**src/rtl/uart_pkg.sv**
```systemverilog
// uart_pkg: shared state type, parity-mode constants and parity helper for
// the UART line receiver.
package uart_pkg;

    typedef enum logic [2:0] {
        ST_IDLE,
        ST_START,
        ST_DATA,
        ST_PARITY,
        ST_STOP,
        ST_BREAK
    } uart_rx_state_t;

    localparam int unsigned UART_PAR_NONE = 0;
    localparam int unsigned UART_PAR_ODD  = 1;
    localparam int unsigned UART_PAR_EVEN = 2;

    // Expected parity bit over up to 9 data bits; unused upper bits must be 0.
    function automatic logic uart_parity(input logic [8:0] data, input logic odd);
        return (^data) ^ odd;
    endfunction

endpackage

```
**src/rtl/uart_rx_fifo.sv**
```systemverilog
// uart_rx_fifo: synchronous FIFO for received characters.
//   clk, reset    : clock, synchronous active-high reset
//   push_i/wdata_i: write request and data (dropped when full unless popping)
//   pop_i         : remove head entry (ignored when empty)
//   rdata_o       : head entry (registered storage)
//   full_o/empty_o: occupancy flags
//   count_o       : current number of entries
module uart_rx_fifo #(
    parameter int unsigned WIDTH = 9,
    parameter int unsigned DEPTH = 8
) (
    input  logic                   clk,
    input  logic                   reset,
    input  logic                   push_i,
    input  logic [WIDTH-1:0]       wdata_i,
    input  logic                   pop_i,
    output logic [WIDTH-1:0]       rdata_o,
    output logic                   full_o,
    output logic                   empty_o,
    output logic [$clog2(DEPTH):0] count_o
);

    localparam int unsigned AW = $clog2(DEPTH);

    logic [WIDTH-1:0] mem_q [DEPTH];
    logic [AW-1:0]    wr_ptr_q;
    logic [AW-1:0]    rd_ptr_q;
    logic [AW:0]      count_q;
    logic             do_push;
    logic             do_pop;

    assign empty_o = (count_q == '0);
    assign full_o  = (count_q == (AW+1)'(DEPTH));
    assign do_pop  = pop_i && !empty_o;
    // A write into a full FIFO is accepted when the head leaves on the same edge.
    assign do_push = push_i && (!full_o || do_pop);

    always_ff @(posedge clk) begin
        if (reset) begin
            wr_ptr_q <= '0;
            rd_ptr_q <= '0;
            count_q  <= '0;
            for (int unsigned i = 0; i < DEPTH; i++) begin
                mem_q[i] <= '0;
            end
        end else begin
            if (do_push) begin
                mem_q[wr_ptr_q] <= wdata_i;
                wr_ptr_q        <= wr_ptr_q + AW'(1);
            end
            if (do_pop) begin
                rd_ptr_q <= rd_ptr_q + AW'(1);
            end
            case ({do_push, do_pop})
                2'b10:   count_q <= count_q + (AW+1)'(1);
                2'b01:   count_q <= count_q - (AW+1)'(1);
                default: count_q <= count_q;
            endcase
        end
    end

    assign rdata_o = mem_q[rd_ptr_q];
    assign count_o = count_q;

endmodule

```
**src/rtl/uart_line_rx.sv**
```systemverilog
// uart_line_rx: oversampling UART receiver with character FIFO and
// end-of-line tagging.
//   clk, reset       : clock, synchronous active-high reset
//   ser_rx           : asynchronous serial input, idles high
//   rx_data, rx_eol  : FIFO head character and its terminator flag
//   rx_valid/rx_ready: stream handshake, pop on rx_valid & rx_ready
//   frame_err        : one-cycle pulse on a low stop bit
//   parity_err       : one-cycle pulse on a parity mismatch
//   overflow, err_clr: sticky dropped-character flag and its clear
//   finished         : idle, FIFO empty and no unterminated line pending
module uart_line_rx #(
    parameter int unsigned CLKS_PER_BIT = 16,
    parameter int unsigned DATA_BITS    = 8,
    parameter int unsigned PARITY       = 0,
    parameter logic [7:0]  TERM_CHAR    = 8'h0A,
    parameter int unsigned FIFO_DEPTH   = 8
) (
    input  logic                 clk,
    input  logic                 reset,
    input  logic                 ser_rx,
    output logic [DATA_BITS-1:0] rx_data,
    output logic                 rx_eol,
    output logic                 rx_valid,
    input  logic                 rx_ready,
    output logic                 frame_err,
    output logic                 parity_err,
    output logic                 overflow,
    input  logic                 err_clr,
    output logic                 finished
);

    import uart_pkg::*;

    localparam int unsigned CW   = $clog2(CLKS_PER_BIT);
    localparam int unsigned BW   = 4;
    localparam int unsigned HALF = CLKS_PER_BIT / 2;
    localparam int unsigned FCW  = $clog2(FIFO_DEPTH) + 1;
    localparam logic [8:0]  TERM9 = {1'b0, TERM_CHAR};
    localparam logic [DATA_BITS-1:0] TERM_W = TERM9[DATA_BITS-1:0];

    logic                 sync_q, rx_s_q;
    uart_rx_state_t       state_q, state_d;
    logic [CW-1:0]        cnt_q, cnt_d;
    logic [BW-1:0]        bit_q, bit_d;
    logic [DATA_BITS-1:0] shift_q, shift_d;
    logic                 par_q, par_d;
    logic                 frame_err_q, frame_err_d;
    logic                 parity_err_q, parity_err_d;
    logic                 overflow_q, overflow_d;
    logic                 line_open_q, line_open_d;
    logic                 finished_q, finished_d;

    logic                 bit_end;
    logic                 push_w;
    logic                 eol_w;
    logic                 pop_w;
    logic                 accept_w;
    logic                 empty_next;
    logic                 fifo_full, fifo_empty;
    logic [FCW-1:0]       fifo_count;
    logic [DATA_BITS:0]   fifo_head;

    assign bit_end = (cnt_q == CW'(CLKS_PER_BIT - 1));
    assign eol_w   = (shift_q == TERM_W);

    always_ff @(posedge clk) begin
        if (reset) begin
            sync_q <= 1'b1;
            rx_s_q <= 1'b1;
        end else begin
            sync_q <= ser_rx;
            rx_s_q <= sync_q;
        end
    end

    // State and datapath registers.
    always_ff @(posedge clk) begin
        if (reset) begin
            state_q      <= ST_IDLE;
            cnt_q        <= '0;
            bit_q        <= '0;
            shift_q      <= '0;
            par_q        <= 1'b0;
            frame_err_q  <= 1'b0;
            parity_err_q <= 1'b0;
            overflow_q   <= 1'b0;
            line_open_q  <= 1'b0;
            finished_q   <= 1'b1;
        end else begin
            state_q      <= state_d;
            cnt_q        <= cnt_d;
            bit_q        <= bit_d;
            shift_q      <= shift_d;
            par_q        <= par_d;
            frame_err_q  <= frame_err_d;
            parity_err_q <= parity_err_d;
            overflow_q   <= overflow_d;
            line_open_q  <= line_open_d;
            finished_q   <= finished_d;
        end
    end

    // Next-state logic.
    always_comb begin
        state_d = state_q;
        cnt_d   = cnt_q;
        bit_d   = bit_q;
        shift_d = shift_q;
        par_d   = par_q;
        case (state_q)
            ST_IDLE: begin
                if (!rx_s_q) begin
                    state_d = ST_START;
                    cnt_d   = '0;
                end
            end
            ST_START: begin
                if (cnt_q == CW'(HALF - 1)) begin
                    cnt_d   = '0;
                    bit_d   = '0;
                    state_d = rx_s_q ? ST_IDLE : ST_DATA;
                end else begin
                    cnt_d = cnt_q + CW'(1);
                end
            end
            ST_DATA: begin
                if (bit_end) begin
                    cnt_d   = '0;
                    shift_d = {rx_s_q, shift_q[DATA_BITS-1:1]};
                    bit_d   = bit_q + BW'(1);
                    if (bit_q == BW'(DATA_BITS - 1)) begin
                        state_d = (PARITY != UART_PAR_NONE) ? ST_PARITY : ST_STOP;
                    end
                end else begin
                    cnt_d = cnt_q + CW'(1);
                end
            end
            ST_PARITY: begin
                if (bit_end) begin
                    cnt_d   = '0;
                    par_d   = rx_s_q;
                    state_d = ST_STOP;
                end else begin
                    cnt_d = cnt_q + CW'(1);
                end
            end
            ST_STOP: begin
                if (bit_end) begin
                    cnt_d   = '0;
                    state_d = rx_s_q ? ST_IDLE : ST_BREAK;
                end else begin
                    cnt_d = cnt_q + CW'(1);
                end
            end
            ST_BREAK: begin
                if (rx_s_q) begin
                    state_d = ST_IDLE;
                end
            end
            default: state_d = ST_IDLE;
        endcase
    end

    // Output logic: stop-bit verdict, FIFO write and status flags.
    always_comb begin
        push_w       = 1'b0;
        frame_err_d  = 1'b0;
        parity_err_d = 1'b0;
        if (state_q == ST_STOP && bit_end) begin
            if (!rx_s_q) begin
                frame_err_d = 1'b1;
            end else if ((PARITY != UART_PAR_NONE) &&
                         (par_q != uart_parity(9'(shift_q), PARITY == UART_PAR_ODD))) begin
                parity_err_d = 1'b1;
            end else begin
                push_w = 1'b1;
            end
        end

        pop_w    = !fifo_empty && rx_ready;
        accept_w = push_w && (!fifo_full || pop_w);

        // Set has priority over err_clr.
        overflow_d  = (push_w && !accept_w) ? 1'b1 : (err_clr ? 1'b0 : overflow_q);
        line_open_d = accept_w ? !eol_w : line_open_q;

        // finished is registered, so it is built from next-cycle occupancy.
        empty_next = accept_w ? 1'b0
                   : (fifo_empty || (pop_w && fifo_count == FCW'(1)));
        finished_d = (state_d == ST_IDLE) && empty_next && !line_open_d;
    end

    uart_rx_fifo #(
        .WIDTH (DATA_BITS + 1),
        .DEPTH (FIFO_DEPTH)
    ) u_fifo (
        .clk     (clk),
        .reset   (reset),
        .push_i  (push_w),
        .wdata_i ({eol_w, shift_q}),
        .pop_i   (pop_w),
        .rdata_o (fifo_head),
        .full_o  (fifo_full),
        .empty_o (fifo_empty),
        .count_o (fifo_count)
    );

    assign rx_data    = fifo_head[DATA_BITS-1:0];
    assign rx_eol     = fifo_head[DATA_BITS];
    assign rx_valid   = !fifo_empty;
    assign frame_err  = frame_err_q;
    assign parity_err = parity_err_q;
    assign overflow   = overflow_q;
    assign finished   = finished_q;

endmodule

```
**config.mk**
```make
export PLATFORM = sky130hd
export DESIGN_NAME = uart_line_rx
export DESIGN_NICKNAME = d
export VERILOG_FILES = /design/src/rtl/uart_pkg.sv /design/src/rtl/uart_rx_fifo.sv /design/src/rtl/uart_line_rx.sv
export SDC_FILE = /design/constraint.sdc
export NUM_CORES = 1
export LEC_CHECK = 0
export CORE_UTILIZATION = 55
export CTS_BUF_LIST = sky130_fd_sc_hd__clkbuf_4 sky130_fd_sc_hd__clkbuf_8 sky130_fd_sc_hd__clkbuf_16
export DETAILED_ROUTE_END_ITERATION = 8
export PLACE_DENSITY = 0.85
export SKIP_CTS_REPAIR_TIMING = 1
export SKIP_LAST_GASP = 1
export SLEW_MARGIN = 10
export SYNTH_ARGS = -nofsm -noshare
export SYNTH_HDL_FRONTEND = slang
export SYNTH_HIERARCHICAL = 1
export SYNTH_SLANG_ARGS = --single-unit
```
**constraint.sdc**
```tcl
create_clock -name clk -period 4.8 [get_ports clk]
set_input_delay 0.96 -clock clk [delete_from_list [all_inputs] [get_ports clk]]
set_output_delay 0.96 -clock clk [all_outputs]
set_load 0.02 [all_outputs]
```
==> results of run 1 <==
-- worst max path at each step --
stage,start,end,slack (ns),cells after the start
finish,register,rx_data[0],1.30,3
global route,register,rx_data[7],1.18,3
CTS,register,rx_data[1],1.24,3
detailed placement,rx_ready,u_fifo/count_o[3],1.40,11
global placement,rx_ready,u_fifo/count_o[3],1.51,11
floorplan,rx_ready,u_fifo/count_o[3],2.16,10
-- Yosys cell counts (5+ instances only) --
cell | number | area share [%]
a21o_1 | 5 | 0.72
a21oi_1 | 18 | 1.7
buf_2 | 8 | 0.77
buf_6 | 5 | 1.1
clkbuf_1 | 9 | 0.65
dfxtp_1 | 38 | 15
edfxtp_1 | 72 | 41
ha_1 | 6 | 1.4
inv_1 | 9 | 0.65
mux2_2 | 9 | 1.9
mux4_2 | 18 | 7.8
nand2_1 | 40 | 2.9
nand2b_1 | 7 | 0.84
nor2_1 | 97 | 7.0
nor3_1 | 7 | 0.67
o21ai_0 | 5 | 0.48
-- cells by family after synthesis --
logic type / count (synthesis)
adders and majority gates: 7
buffers and inverters: 41
and+or+nand+nor: 188
xor gates and xnor gates: 8
DFF: 110
other: 1
AOI/OAI and AO/OA: 64
muxes: 29
-- cell type report --
cell class | instances | area (sq um) | share of cell area (%)
inverter | 9 | 33.8 | 0.610
clock buffer | 9 | 124 | 2.24
clock inverter | 7 | 70.1 | 1.27
timing repair buffer | 19 | 185 | 3.35
multi-input combinational | 297 | 2060 | 37.2
tap | 111 | 139 | 2.51
sequential | 110 | 2920 | 52.8
-- state kept, by name (all words and copies together), names as in the netlist, 3 cells and up, named ones only --
name	count
u_fifo/wr_ptr_q	3
u_fifo/count_o	4
state_q	3
u_fifo/mem_q	72
shift_q	8
u_fifo/rd_ptr_q	3
cnt_q	4
bit_q	4
-- stage by stage --
step	cell area, sq um	utilization [%]
detailed placement	5340	58.1
finish	5530	60.2
global route	5530	60.2
CTS	5530	60.2
global placement	5340	58.1
floorplan	5210	-
-- per-layer routing --
metal  global-route usage [%]  share of wire (%)  vias up
met1                     27.5                 39     1664
met5                        0                  0        -
li1                         -                  -     1609
met2                     38.7                 51      140
met3                     3.44                7.0       25
met4                     11.4                2.8        0
-- power groups by stage --
stage,clock (mW),combinational (mW),sequential (mW)
5_1_grt,0.588,0.0801,1.05
6_report,0.547,0.0740,1.05
2_1_floorplan,0,0.0532,1.07
4_1_cts,0.554,0.0745,1.05
3_5_place_dp,0,0.0741,1.07
3_3_place_gp,0,0.0709,1.07
==> results.toml, run 1 <==
[status]
status = "finished, final reports clean"

[routing]
routed_wirelength_um = 10400
dr.pass1.iters = 5
route.detailed.wl_per_inst_um = 18.4
dr.first_iter.drc_count = 288
route.antenna.remaining_nets = 0
total_number_of_vias = 3438
route.detailed.vias_per_inst = 6.12
post-route-drc-count = 0

[critical_path]
worst_path_dominant_cell_family = "flip-flops"
crit_required_ns = 3.84
r2r_slack_ns = 1.69
critical-path-max-stage-delay_ns = 0.90
cp.arrival_ns = 2.54
cp-start-kind = "register"
cp_num_buf_inv = 1
crit_fanout = 18
worst-r2r-cell-count = 10
regToRegEndpoint = "u_fifo/count_o[3]"
endpoint_kind = "output pin"
timing_worst_setup_path_type = "reg -> out"
r2r_start = "cnt_q[0]"
cp_cell_sequence = "mux4_2 > mux2_2 > clkdlybuf4s50_1"
worst_path_max_delay_cell = "dfxtp_1"

[grt]
grt_overflow = 0
globalRouteTotalUtil_pct = 22.4
grt_pass1_vias = 3397
grt_start_max_net_pins = 35
antenna_found_initial = 0
global_route_wire_length_before_repair_um = 16700

[cells_and_area]
layout.cells.most_common = "nor2_1"
post_route_cells_drive_above_1_share_pct = 13.5
area_delta_synth_final_pct = 6.19
nNetsFinal = 458
fill_cells = 725
layout.cells.non_filler = 562
layout.cells.most_common_list = "nor2_1, edfxtp_1, nand2_1"
total_inserted_antenna_cells = 0

[sta]
worst_slack_ns = 1.30
hold_slack_final_ns = 0.423
timing_hold_violations_final = 0
number_of_pins_exceeding_their_max_slew_limit_in_the_final_report = 0
fin_crit_ns = 3.50
timing.max_slew.rel_slack_pct = 41.8
max_freq_ghz = 0.285
worst_margin_slew_ns = 0.872
unrepaired_setup_endpoints_after_global_routing = "no"
setup-violations-final = 0
clock-skew-final_ns = 0.0172
final.period_utilization_pct = 73.0
setup_tns_final_ns = 0

[worst_hold_path]
hp-start = "sync_q"
hold-path-cell-count = 1
worstHoldPathType = "reg -> reg"
hold-path-endpoint = "rx_s_q"

[placement]
pre_cts_ws_ns = 1.40
dp.cells = 546
dp.final_hpwl_um = 6840
number_of_buffer_cells_added_on_primary_ports = 17
place.gp.congestion = 0.847

[clock_network]
cts_sinks = 110
cts_buffer_depth = 2
cts.reportedPaths.clkPinSlew_ns = 0.11
tritoncts.num_buffers = 9
htreeDepth = 3
latest_clock_arrival_within_the_worst_skew_pair_ns = 0.38
ctsRootBufferMaster = "clkbuf_8"
cts_tree = "yes"

[logic_synthesis]
number_of_enable_flip_flop_cells_after_synthesis = 72
postSynth.asyncResetShare_pct = 0
combinational_family_with_the_most_area_after_synthesis = "simple AND/OR/NAND/NOR gates"
synth_xor_xnor_area_share_pct = 1.34
synthesis.area_per_instance_sq_um = 11.6
synth_cells = 448
yosys_warnings = 6
synth.yosys.seq_area_share_pct = 56.1
compound_gate_portion_of_the_synthesized_area_pct = 8.67
ys_ff_latch = 110
synth-simple-area-share_pct = 17.5
synth_fa_ha_area_share_pct = 1.82
syn-num-nets = 460
dominantRegCellSynth = "edfxtp_1"
synth_mux_area_share_pct = 10.1
yosysUniqueCellTypes = 63
synth_cell_area_sq_um = 5210

[floorplan]
core.rowCount = 35
dieArea_sq_um = 9870
chip_height_um = 99.3
start_util_pct = 56.7
floorplan.core_area_sq_um = 9200
io_pins = 19
fp.dieW_um = 99.3

[power]
power.density_nw_per_um2 = 302
power.total_mw = 1.67
proportion_of_power_drawn_by_the_clock_network_pct = 32.7
power_switching_share_pct = 23.8
power.share.combinational_pct = 4.4
pwr-share-seq_pct = 62.9
p_sw_mw = 0.398
internal_power_mw = 1.27
power_leakage_nw = 1.83
power.ir.vdd_worst_v = 0.000148

[job]
maxCapViolations = 0
No activity file was read; power rests on OpenSTA's default activity.
==> run 2: changes to the inputs <==
--- a/config.mk
+++ b/config.mk
@@ -8,7 +8,7 @@
 export CORE_UTILIZATION = 55
 export CTS_BUF_LIST = sky130_fd_sc_hd__clkbuf_4 sky130_fd_sc_hd__clkbuf_8 sky130_fd_sc_hd__clkbuf_16
 export DETAILED_ROUTE_END_ITERATION = 8
-export PLACE_DENSITY = 0.85
+export PLACE_DENSITY = 0.88
 export SKIP_CTS_REPAIR_TIMING = 1
 export SKIP_LAST_GASP = 1
 export SLEW_MARGIN = 10
==> constraint.sdc (replaced) <==
create_clock -name clk -period 2.9 [get_ports clk]
set_input_delay 0.58 -clock clk [delete_from_list [all_inputs] [get_ports clk]]
set_output_delay 0.58 -clock clk [all_outputs]
set_load 0.02 [all_outputs]
==> run 2 against run 1 <==
Global-route usage up 0.87 points. Critical path depth rose by 9. Sequential share of layout area decreased by 1.3 points. Utilization increased by 1.6 points. Worst setup slack lost 1.1 ns. Routed wire length is 2.4% higher. Non-clock buffer count rose by 11. Largest cell class unchanged. Largest power group unchanged.
==> results.toml, run 2 (synthesized netlist as in run 1, its figures left out) <==
[sta]
worst_slack_ns = 0.180
number_of_pins_exceeding_their_max_slew_limit_in_the_final_report = 0
setup_tns_final_ns = 0
timing.max_slew.rel_slack_pct = 47.1
clock-skew-final_ns = 0.00930
unrepaired_setup_endpoints_after_global_routing = "yes"
fin_crit_ns = 2.72
worst_margin_slew_ns = 0.790
hold_slack_final_ns = 0.417
setup-violations-final = 0
final.period_utilization_pct = 93.8
timing_hold_violations_final = 0
max_freq_ghz = 0.368

[routing]
dr.pass1.iters = 5
route.detailed.vias_per_inst = 6.02
post-route-drc-count = 0
routed_wirelength_um = 10600
route.antenna.remaining_nets = 0
route.detailed.wl_per_inst_um = 18.5
dr.first_iter.drc_count = 230
total_number_of_vias = 3452

[floorplan]
core.rowCount = 35
dieArea_sq_um = 9870
chip_height_um = 99.3
start_util_pct = 56.7
fp.dieW_um = 99.3
io_pins = 19
floorplan.core_area_sq_um = 9200

[cells_and_area]
nNetsFinal = 469
total_inserted_antenna_cells = 0
layout.cells.most_common = "nor2_1"
post_route_cells_drive_above_1_share_pct = 15.6
layout.cells.most_common_list = "nor2_1, edfxtp_1, nand2_1"
regMostFlops = "u_fifo/mem_q"
largest_register_ff_count = 72
area_delta_synth_final_pct = 8.93
finish.instance_area_sq_um = 5680
largestRegisters = "u_fifo/mem_q (72), shift_q (8)"

[grt]
grt_overflow = 0
globalRouteTotalUtil_pct = 23.3
grt_pass1_vias = 3369
global_route_wire_length_before_repair_um = 17100
grt_start_max_net_pins = 24
antenna_found_initial = 0

[power]
p_sw_mw = 0.606
power_leakage_nw = 2.02
power_switching_share_pct = 21.4
pwr-share-seq_pct = 61.4
power.density_nw_per_um2 = 500
power.total_mw = 2.84
proportion_of_power_drawn_by_the_clock_network_pct = 34.2
internal_power_mw = 2.23
power.share.combinational_pct = 4.5
power.ir.vdd_worst_v = 0.000263

[clock_network]
ctsRootBufferMaster = "clkbuf_8"
latest_clock_arrival_within_the_worst_skew_pair_ns = 0.37
tritoncts.num_buffers = 9
cts_sinks = 110
htreeDepth = 3
cts_buffer_depth = 2
cts_tree = "yes"
cts.reportedPaths.clkPinSlew_ns = 0.10

[critical_path]
cp_cell_sequence = "or3_1 > nor2_1 > nand2b_1 > inv_1 > o21ai_1 > or2_2 > inv_1 > ha_1 > nand3_1 > nor4bb_1 > o21bai_1 > a31oi_1"
endpoint_kind = "register"
critical-path-max-stage-delay_ns = 0.41
timing_worst_setup_path_type = "reg -> reg"
crit_fanout = 8
crit_required_ns = 3.20
worst_path_max_delay_cell = "or3_1"
critical-path-top-cell-by-count = "inv_1"
cp.arrival_ns = 3.03
cp-start-kind = "register"
worst_path_dominant_cell_family = "simple AND/OR/NAND/NOR gates"
cp_num_buf_inv = 2

[placement]
dp.final_hpwl_um = 7020
number_of_buffer_cells_added_on_primary_ports = 17
pre_cts_ws_ns = 0.0504
place.gp.congestion = 0.825
detailed_place.area_sq_um = 5440

[job]
maxCapViolations = 0

[status]
status = "finished, final reports clean"

[worst_hold_path]
worstHoldPathType = "reg -> reg"
run 2: final timing paths:
check	from	slack, ns	cells past startpoint	to
worst max-delay path	u_fifo/count_o[1]	0.18	12	u_fifo/count_o[3]
worst min-delay path	sync_q	0.42	1	rx_s_q
worst max register to register	u_fifo/count_o[1]	0.18	12	u_fifo/count_o[3]
worst min register to register	sync_q	0.42	1	rx_s_q
run 2: power groups by stage:
| stage | clock network (mW) | registers, mW | logic (mW) |
|---|---|---|---|
| finish | 0.969 | 1.74 | 0.127 |
| global route | 1.05 | 1.75 | 0.136 |
| CTS | 0.988 | 1.74 | 0.128 |
| detailed placement | 0 | 1.78 | 0.127 |
| global placement | 0 | 1.77 | 0.124 |
| floorplan | 0 | 1.76 | 0.0880 |
run 2: metal layers:
metal | track usage, % | up-vias | wire length, um
met2 | 40.8 | 155 | 5420
met3 | 3.02 | 21 | 674
met1 | 28.6 | 1648 | 4220
met4 | 11.5 | 0 | 295
met5 | 0 | - | 0
li1 | - | 1628 | -
run 2: stage by stage:
| step | util (%) | std cells |
|---|---|---|
| global placement | 59.1 | 557 |
| detailed placement | 59.1 | 557 |
| global route | 61.7 | 573 |
| finish | 61.7 | 573 |
| CTS | 61.4 | 573 |
| floorplan | - | 448 |
run 2: final cells by class:
class	instances	area (sq um)
Fill cell	697	3520
Sequential cell	110	2920
Multi-Input combinational cell	297	2060
Timing Repair Buffer	30	303
Clock buffer	10	149
Tap cell	111	139
Clock inverter	6	66.3
Inverter	9	33.8
